--- config.mk ---
export PLATFORM = sky130hd
export DESIGN_NAME = fpu_align_ctrl
export DESIGN_NICKNAME = d
export VERILOG_FILES = /design/src/rtl/fpu_pkg.sv /design/src/rtl/fpu_exp_compare.sv /design/src/rtl/fpu_align_ctrl.sv
export SDC_FILE = /design/constraint.sdc
export NUM_CORES = 1
export LEC_CHECK = 0
export ABC_AREA = 0
export CORE_MARGIN = 8
export CORE_UTILIZATION = 35
export DETAILED_ROUTE_END_ITERATION = 8
export PLACE_DENSITY = 0.69
export SKIP_LAST_GASP = 1
export SYNTH_ARGS = -nofsm -noshare
export SYNTH_HDL_FRONTEND = slang
export SYNTH_SLANG_ARGS = --single-unit
--- constraint.sdc ---
create_clock -name clk -period 6.1 [get_ports clk]
set_input_delay 0.915 -clock clk [delete_from_list [all_inputs] [get_ports clk]]
set_output_delay 0.915 -clock clk [all_outputs]
set_load 0.1 [all_outputs]
--- src/rtl/fpu_pkg.sv ---
// Shared encodings for the FP add/sub alignment path: exponent relation codes,
// shift clamp and the alignment controller state machine.
package fpu_pkg;

  localparam logic [1:0] AGREATER = 2'b10;
  localparam logic [1:0] BGREATER = 2'b00;
  localparam logic [1:0] EQUAL    = 2'b11;

  localparam int unsigned SHIFT_W     = 5;
  localparam int unsigned SHIFT_CLAMP = 31;

  typedef enum logic [1:0] {
    IDLE  = 2'd0,
    SHIFT = 2'd1,
    CAPT  = 2'd2,
    DONE  = 2'd3
  } align_state_e;

endpackage

--- src/rtl/fpu_exp_compare.sv ---
// Exponent comparator: relation code, clamped alignment distance, larger
// exponent and zero/inf-nan exponent detection.
module fpu_exp_compare
  import fpu_pkg::*;
#(
  parameter int EXP_WIDTH = 8
) (
  input  logic [EXP_WIDTH-1:0] exp_a,
  input  logic [EXP_WIDTH-1:0] exp_b,
  output logic [1:0]           disc,
  output logic [SHIFT_W-1:0]   shift,
  output logic [EXP_WIDTH-1:0] exp_max,
  output logic                 special
);

  // One extra bit so the difference never wraps before clamping.
  logic [EXP_WIDTH:0] ext_a, ext_b, diff;

  assign ext_a = {1'b0, exp_a};
  assign ext_b = {1'b0, exp_b};

  always_comb begin
    disc    = EQUAL;
    diff    = '0;
    exp_max = exp_a;
    if (ext_a > ext_b) begin
      disc    = AGREATER;
      diff    = ext_a - ext_b;
      exp_max = exp_a;
    end else if (ext_b > ext_a) begin
      disc    = BGREATER;
      diff    = ext_b - ext_a;
      exp_max = exp_b;
    end
  end

  assign shift = (diff > (EXP_WIDTH+1)'(SHIFT_CLAMP)) ? SHIFT_W'(SHIFT_CLAMP)
                                                    : diff[SHIFT_W-1:0];

  assign special = (exp_a == '0) || (&exp_a) || (exp_b == '0) || (&exp_b);

endmodule

--- src/rtl/fpu_align_ctrl.sv ---
// Alignment controller: accepts an operand pair, drives the external
// one-cycle shifter, captures its aligned mantissas and hands them downstream.
module fpu_align_ctrl
  import fpu_pkg::*;
#(
  parameter int MANTISSA_WIDTH = 23,
  parameter int EXP_WIDTH      = 8
) (
  input  logic                                  clk,
  input  logic                                  srst,
  input  logic                                  in_valid,
  output logic                                  in_ready,
  input  logic [EXP_WIDTH+MANTISSA_WIDTH:0]     op_a,
  input  logic [EXP_WIDTH+MANTISSA_WIDTH:0]     op_b,
  input  logic                                  op_sub,
  output logic [MANTISSA_WIDTH-1:0]             ma,
  output logic [MANTISSA_WIDTH-1:0]             mb,
  output logic [4:0]                            shift_spaces,
  output logic [1:0]                            exp_disc,
  input  logic [MANTISSA_WIDTH+3:0]             mantissa_a_out,
  input  logic [MANTISSA_WIDTH+3:0]             mantissa_b_out,
  output logic                                  out_valid,
  input  logic                                  out_ready,
  output logic [MANTISSA_WIDTH+3:0]             out_ma,
  output logic [MANTISSA_WIDTH+3:0]             out_mb,
  output logic [EXP_WIDTH-1:0]                  out_exp,
  output logic                                  out_sa,
  output logic                                  out_sb,
  output logic                                  out_eff_sub,
  output logic                                  out_special
);

  localparam int SIGN_BIT = EXP_WIDTH + MANTISSA_WIDTH;

  align_state_e               state;
  logic [EXP_WIDTH-1:0]       exp_a, exp_b, exp_max;
  logic [1:0]                 disc;
  logic [SHIFT_W-1:0]         shift;
  logic                       special;

  assign exp_a = op_a[SIGN_BIT-1 -: EXP_WIDTH];
  assign exp_b = op_b[SIGN_BIT-1 -: EXP_WIDTH];

  fpu_exp_compare #(
    .EXP_WIDTH (EXP_WIDTH)
  ) u_exp_cmp (
    .exp_a   (exp_a),
    .exp_b   (exp_b),
    .disc    (disc),
    .shift   (shift),
    .exp_max (exp_max),
    .special (special)
  );

  // Shifter-facing fields are only written on accept, so they stay stable
  // for the whole operation.
  always_ff @(posedge clk) begin
    if (srst) begin
      state        <= IDLE;
      in_ready     <= 1'b1;
      out_valid    <= 1'b0;
      ma           <= '0;
      mb           <= '0;
      shift_spaces <= '0;
      exp_disc     <= EQUAL;
      out_ma       <= '0;
      out_mb       <= '0;
      out_exp      <= '0;
      out_sa       <= 1'b0;
      out_sb       <= 1'b0;
      out_eff_sub  <= 1'b0;
      out_special  <= 1'b0;
    end else begin
      case (state)
        IDLE: begin
          if (in_valid) begin
            ma           <= op_a[MANTISSA_WIDTH-1:0];
            mb           <= op_b[MANTISSA_WIDTH-1:0];
            shift_spaces <= shift;
            exp_disc     <= disc;
            out_exp      <= exp_max;
            out_sa       <= op_a[SIGN_BIT];
            out_sb       <= op_b[SIGN_BIT];
            out_eff_sub  <= op_a[SIGN_BIT] ^ op_b[SIGN_BIT] ^ op_sub;
            out_special  <= special;
            in_ready     <= 1'b0;
            state        <= SHIFT;
          end
        end
        // Shifter registers its inputs on this edge.
        SHIFT: state <= CAPT;
        CAPT: begin
          out_ma    <= mantissa_a_out;
          out_mb    <= mantissa_b_out;
          out_valid <= 1'b1;
          state     <= DONE;
        end
        DONE: begin
          if (out_ready) begin
            out_valid <= 1'b0;
            in_ready  <= 1'b1;
            state     <= IDLE;
          end
        end
        default: state <= IDLE;
      endcase
    end
  end

endmodule

# Word level (Yosys, flattened, before mapping)
# Cells that the tools add are included.
# W data, S select, Z words.
# totals
regBits,123
output_inout_bits,121
word_cells,55
# classes
addsub,2
order_cmp,3
eq_ne,5
muxes,15
n_bitwise,2
n_reduce_logical,14
# ops
operator,n
$mux W9,2
$sub A8 B8 Y9,2
$gt A8 B8 Y1,2
$logic_not A8 Y1,2
$mux W8,2
$reduce_and A8 Y1,2
$gt A9 B5 Y1 const B,1
$mux W2,4
$pmux W2 S4,1
$reduce_and A2 Y1,3
$mux W5,1
$eq A2 B2 Y1 const B,2
$ne A2 B2 Y1 const B,2
$pmux W1 S2,2
$reduce_bool A2 Y1,2
$logic_or A1 B1 Y1,3
$mux W1,3
$reduce_and A3 Y1,1
$eq A2 B1 Y1 const B,1
$logic_not A2 Y1,1
$xor A1 B1 Y1,2

# Longest topological paths before layout
# logic_depth
word_depth,5
depth_mapped,11

# Cells and area by module
# A second synthesis with hierarchy kept.
# hier_totals
cells_unflattened,655
area_unflattened_um2,5614.1
# modules_own_cells
mod,n_inst,cells_per_inst,area_each_um2,seq_area_each_um2
fpu_align_ctrl,1,483,4458.0,2462.4
fpu_exp_compare,1,172,1156.1,0.0

# Worst setup path before layout
# No wires, ideal clock.
# synth_timing
path_type,in2reg
start,input port op_a[25]
end,register shift_spaces[2]
arrival_ns,2.777
setup_slack_ns,3.243
stages,10
path_buffers,1
path_cell_list,inv_1 -> ha_1 -> buf_6 -> a211oi_2 -> o221ai_2 -> o22a_4 -> nor2_8 -> a21oi_2 -> or3_1 -> a211oi_2
# synth_between
elab_chain_len,5
# synth_rtl
element,line,source
from (decl),fpu_align_ctrl.sv:13,"input logic [EXP_WIDTH+MANTISSA_WIDTH:0] op_a,"
$sub A8 B8 Y9 or $gt A8 B8 Y1 (tied branches),"fpu_exp_compare.sv:32, fpu_exp_compare.sv:30",
$mux W9,fpu_exp_compare.sv:30,end else if (ext_b > ext_a) begin
$mux W9 (*),fpu_exp_compare.sv:26,if (ext_a > ext_b) begin
$gt A9 B5 Y1,fpu_exp_compare.sv:37,assign shift = (diff > (EXP_WIDTH+1)'(SHIFT_CLAMP)) ? SHIFT_W'(SHIFT_CLAMP)
$mux W5 (*),fpu_exp_compare.sv:37,
to (signal assigned),fpu_align_ctrl.sv:79,shift_spaces <= shift;
to (decl),fpu_align_ctrl.sv:18,"output logic [4:0] shift_spaces,"
# Every way passes the cells marked *; elsewhere a longest branch is shown, timed or not.
# A chain may end at the register's enable or synchronous reset.

# Worst setup path after layout
# layout_timing
start,input port op_a[30]
end,register shift_spaces[3]
# The elaborated chain is that of the path after synthesis.

==> run metrics <==
Critical Path Fanout Max 12; clock latency on the worst-skew pair 420 ps; total count of max-transition violations in the final report 0; total of cells resized after clock tree synthesis 0; delay of the slowest cell on the worst path 560 ps; biggest area contributors in the synthesized netlist sky130_fd_sc_hd__dfxtp_1, sky130_fd_sc_hd__mux2i_1, sky130_fd_sc_hd__nand2_1; CP Cell Sequence clkdlybuf4s50_1 -> inv_1 -> ha_1 -> a21oi_1 -> or4_1 -> a221oi_1 -> a41oi_1 -> a21oi_1 -> a2bb2oi_2 -> o32ai_1; Total Die Area 19800 um^2; category of cells accounting for the largest share of critical-path delay compound AO/OA/AOI/OAI gates; wire per inst 16.6 um; number of flip-flops and latches in the synthesized netlist 123; leftover overflow at the end of global routing 0; CTS sink count 123; clock transition time at the flip-flop clock pins of the worst setup and hold paths 60 ps; antenna viol nets, final 0; crit end category register; number of global-route vias before repair 4980; library cell used as clock root buffer sky130_fd_sc_hd__clkbuf_16; hold buffers post-CTS 0; Post-Synthesis Cell Area 5440 um^2; cell occurring most often along the worst timing path sky130_fd_sc_hd__a21oi_1; actual transition at the worst max-transition pin 1060 ps; DRC viols 0; initial antenna violation count 0; H-tree levels 4; EDFF count, synth 0; TritonCTS buffer count 17; initial core utilization 35.8%; headroom to the max-slew limit 29.1%; CP max stage cell sky130_fd_sc_hd__clkdlybuf4s50_1; class of the most critical hold timing path reg2reg; num ports 244; YS warnings 0; max_cap viols 0; sequential area share after synthesis 45.3%; most instantiated flip-flop cell in the synthesis netlist sky130_fd_sc_hd__dfxtp_1; GRT Resource Usage Total 17.1%; sum of negative setup slack 0 ps; number of distinct standard cells referenced by the synthesized netlist 50; estimated wirelength of the detail-placed design 12.5 mm; via count normalized by instance count 4.87; first-pass GRT wire length 26.8 mm; arrival time of the worst setup path 3590 ps; status finished clean; share of cells above drive strength 1 6.32%; area fraction of the dominant cell type after synthesis 45.3%; Mapped Cells 615; most common cell in the netlist sky130_fd_sc_hd__dfxtp_1; most numerous cell types in the synthesized netlist sky130_fd_sc_hd__dfxtp_1, sky130_fd_sc_hd__nand2_1, sky130_fd_sc_hd__nor2_1, sky130_fd_sc_hd__mux2i_1, sky130_fd_sc_hd__a21oi_1; WHS 451 ps; required time of the critical path 6390 ps; P&R area growth vs syn 57.7%; Fill cells 1375; clk buf depth 2; maximum clock rate 302 MHz; n_diodes 0; routed via count 5083; Placer Congestion 0.869; async set-reset flop share out of synthesis 0%; average cell area after synthesis 8.85 um^2; Max Clock Skew 12.5 ps; total power per unit cell area 536 nW/um^2; area inside the core boundary 15200 um^2; launching element type of the critical path input port; Final Critical Period 3310 ps; NumNets Final 986; crit path kind in2reg; maximum number of pins on one net before global-route repair 80; Max IR drop VDD 0.273 mV; Row Count 45; CTS tree done; Total Wirelength 17.3 mm; drt first-iter violations 205; DRT Pass-1 Iters 4; count of buffers inserted at the top-level ports 243; Static Leakage 3.29 nW; setup violation total in the final timing report 0; total count of hold-check failures in the final report 0; Post-CTS Setup Inserts 0; Period Utilization, post-route 54.2%; unrepaired setup endpoints after global routing no; number of buffer and inverter stages on the critical path 2; library cell with the largest summed area after synthesis sky130_fd_sc_hd__dfxtp_1; net count of the mapped netlist 759; width of the die 141 um; die height 141 um
## final cells by class
class / count / area [um^2] / share of cell area, %
flip-flops and latches: 123 / 2460 / 28.7
well taps: 188 / 235 / 2.74
repair buffers: 246 / 2450 / 28.6
clock inverters: 14 / 208 / 2.42
multi-input cells: 429 / 2700 / 31.5
inverters: 25 / 93.8 / 1.09
clock buffers: 18 / 429 / 5.00
## logic make-up after synthesis
kind of cell / share of synthesized area (%)
xor+xnor: 0.322
flops: 45.3
mux: 11.8
simple gates: 17.3
buf+inv: 5.36
fa+ha+maj: 5.10
compound gates: 14.9
## sequential cells by signal, indices dropped and copies added (netlist names)
register / cells
out_eff_sub: 1
ma: 23
out_sb: 1
mb: 23
out_special: 1
in_ready: 1
exp_disc: 2
out_mb: 27
out_valid: 1
shift_spaces: 5
out_exp: 8
out_ma: 27
out_sa: 1
state: 2
## through the flow
stage	util, %	setup slack, ps	power, W	cells	instance area, um^2
floorplan	-	3240	0.00295	615	5440
global route	56.5	2560	0.00480	1043	8580
CTS	56.5	2830	0.00465	1043	8580
finish	56.5	2790	0.00460	1043	8580
detailed placement	52.3	2400	0.00354	1011	7950
global placement	52.3	2470	0.00353	1011	7950
## metal layers
layer	track usage (%)	up-vias	part of all wire, %
met1	19.2	2309	41
li1	-	2553	-
met5	0	-	0
met3	8.44	20	11
met4	6.33	0	1.6
met2	27.5	201	46
## path summary, 6_finish.rpt
check                start               to  slack, ps  cells past startpoint
setup / recovery  op_a[30]  shift_spaces[3]       2790                     10
hold / removal       mb[5]            mb[5]        450                      2
setup reg to reg  state[0]  shift_spaces[3]       4030                      7
hold reg to reg      mb[5]            mb[5]        450                      2
## worst min-delay path, stage by stage (launching register included)
cell,delay (ps)
sky130_fd_sc_hd__dfxtp_1,300
sky130_fd_sc_hd__nand2_1,50
sky130_fd_sc_hd__a21oi_1,50
## power by group
group / switching (W) / internal, W
sequential: 0.0000958 / 0.000990
clock: 0.000401 / 0.000694
combinational: 0.00180 / 0.000622
total: 0.00229 / 0.00231
## placed cells by master, fill, tap and decap left out, drive strengths merged, types with 2 or more instances in the layout
cell,instances
and3,6
xnor2,2
clkdlybuf4s50,242
a221oi,3
or3,2
o21ai,8
a22oi,2
nor3,5
ha,19
o21bai,3
inv,31
fa,2
bufinv,4
a21o,8
clkbuf,18
nand4,5
nor2,80
o21a,3
a211oi,17
nor2b,4
clkinv,2
nand2,104
dfxtp,123
and2,2
a21oi,63
nand2b,4
nand3,2
nor4,5
mux2i,64
a211o,2
clkinvlp,2
a31oi,2
o221ai,2
buf,4
Note: power is estimated with default switching activity, not from simulation.
==> RTL change: new RTL, same settings <==
Set the parameter `MANTISSA_WIDTH` to 25 (it was 23).
--- a/src/rtl/fpu_align_ctrl.sv
+++ b/src/rtl/fpu_align_ctrl.sv
@@ -3,7 +3,7 @@
 module fpu_align_ctrl
   import fpu_pkg::*;
 #(
-  parameter int MANTISSA_WIDTH = 23,
+  parameter int MANTISSA_WIDTH = 25,
   parameter int EXP_WIDTH      = 8
 ) (
   input  logic                                  clk,
Interface: changed (8 resized); port bits go from 244 to 260. The function was not compared with the original's and may differ.
==> RTL change against the unedited design <==
- die area grew 4.1%
- routed wire length grew 8.8%
- global-route usage grew 0.30 points
- fmax shrank 5.4%
- worst setup slack lost 190 ps
- sequential cell count grew 8
- synthesized area grew 4.6%
- cell area grew 4.4%
- largest power group unchanged
- clock power shrank 13%
- total power grew 1.3%
- via count grew 5.1%
- sequential share of layout area grew 0.59 points
==> RTL change: results (changes against the unedited design) <==
Sequential cell area=2623 µm² (was 2462 µm²); CTS resizes=0 (unchanged); Placer Congestion=0.8558 (was 0.8688); met3 Use GR=6.934% (was 8.440%); sequential cell count=131 (was 123); Final Instance Area=8957 µm² (was 8582 µm²); sequential fraction of the synthesis area=46.09% (was 45.25%); CP max FO=13 (was 12); XOR/XNOR Fraction of Synth Area=0.6157% (was 0.3219%); first-pass GRT wire length=27.89 mm (was 26.78 mm); met3 wire len=1.775 mm (was 1.887 mm); reg-to-reg endpoint=ma[7] (was shift_spaces[3]); Post-Synthesis Cells=651 (was 615); M1 GR Usage=20.37% (was 19.22%); via count=5341 (was 5083); reg2reg path depth=6 (was 7); largest cells by area after synthesis=dfxtp_1 (46%), mux2i_1 (12%), nand2_1 (7.5%), a21oi_1 (6.0%), nor2_1 (5.5%) (was dfxtp_1 (45%), mux2i_1 (12%), nand2_1 (7.1%), a21oi_1 (5.6%), nor2_1 (5.4%)); status=completed (unchanged); switch share=51.28% (was 49.86%); syn nets=803 (was 759); biggest regs=out_ma: 29 flops, out_mb: 29 flops (was out_ma: 27 flops, out_mb: 27 flops); Seq. pwr=1.15 mW (was 1.09 mW); #MultiIn Comb=454 (was 429); Port Buffers=259 (was 243); LEAKAGE=3.375 nW (was 3.292 nW); Max-Slew Margin vs Limit=29.37% (was 29.08%); worst hold start=out_sa (was mb[5]); compound-cell area share of the yosys netlist=13.61% (was 14.88%); share of cells above drive strength 1=5.889% (was 6.316%); adder-cell share of the synthesized area=4.881% (was 5.105%); vias in the first global route=4979 (was 4980); GRT Overall Usage=17.42% (was 17.12%); Non-clock buffers=262 (was 246); WL met2=8.777 mm (was 7.964 mm); DRT Wirelength=18.84 mm (was 17.32 mm); top cells by count, synth=dfxtp_1 (131), nand2_1 (113), nor2_1 (83) (was dfxtp_1 (123), nand2_1 (103), nor2_1 (79)); met2 usage=28.55% (was 27.53%); Max rail drop VDD=322.6 µV (was 272.8 µV); hold endpoint=out_sa (was mb[5]); NonClk Buf Share=29.17% (was 28.58%); mux cell area share after synthesis=12.53% (was 11.77%); nets=1039 (was 986); clk slew on worst S/H paths=60 ps (about the same); DRT iter0 DRCs=266 (was 205); Final clock-cell share=6.230% (was 7.421%); multi-input gate share of total cell area=31.43% (was 31.48%); skew final=12.49 ps (was 12.45 ps); largest net degree at the start of global routing=86 (was 80); Met1 Routed Length=8.090 mm (was 7.181 mm); CP arrival=3820 ps (was 3590 ps); pre-CTS worst setup slack=2196 ps (was 2396 ps); dpl hpwl=13.89 mm (was 12.48 mm); Placed Area=8399 µm² (was 7945 µm²)
RTL change: changes by cell type in the layout (fill, tap and decap cells not counted), sizes merged, moves of 7 or more:
cell	delta
nand2	+9
dfxtp	+8
inv	-7
clkdlybuf4s50	+16
a211oi	-9
RTL change: worst max-delay path by stage:
stage / start / to / cells past startpoint
after detailed placement: op_a[30] / out_exp[0] / 9
after global routing: op_a[26] / shift_spaces[0] / 9
after floorplan: op_a[31] / shift_spaces[4] / 10
after CTS: op_a[30] / out_exp[0] / 9
final: op_a[30] / shift_spaces[4] / 9
after global placement: op_a[30] / shift_spaces[4] / 9
RTL change: metrics by stage:
step	total power [mW]	hold slack [ps]
global route	4.856	469.5
global placement	3.723	441.0
floorplan	3.108	492.2
detailed placement	3.730	445.7
finish	4.658	450.2
CTS	4.707	453.9
RTL change: tightest hold or removal path, delay by kind of cell (launching register included):
family / cells / cell delay [ps]
AOI/OAI and AO/OA: 1 / 50
DFF: 1 / 300
and+or+nand+nor: 1 / 50
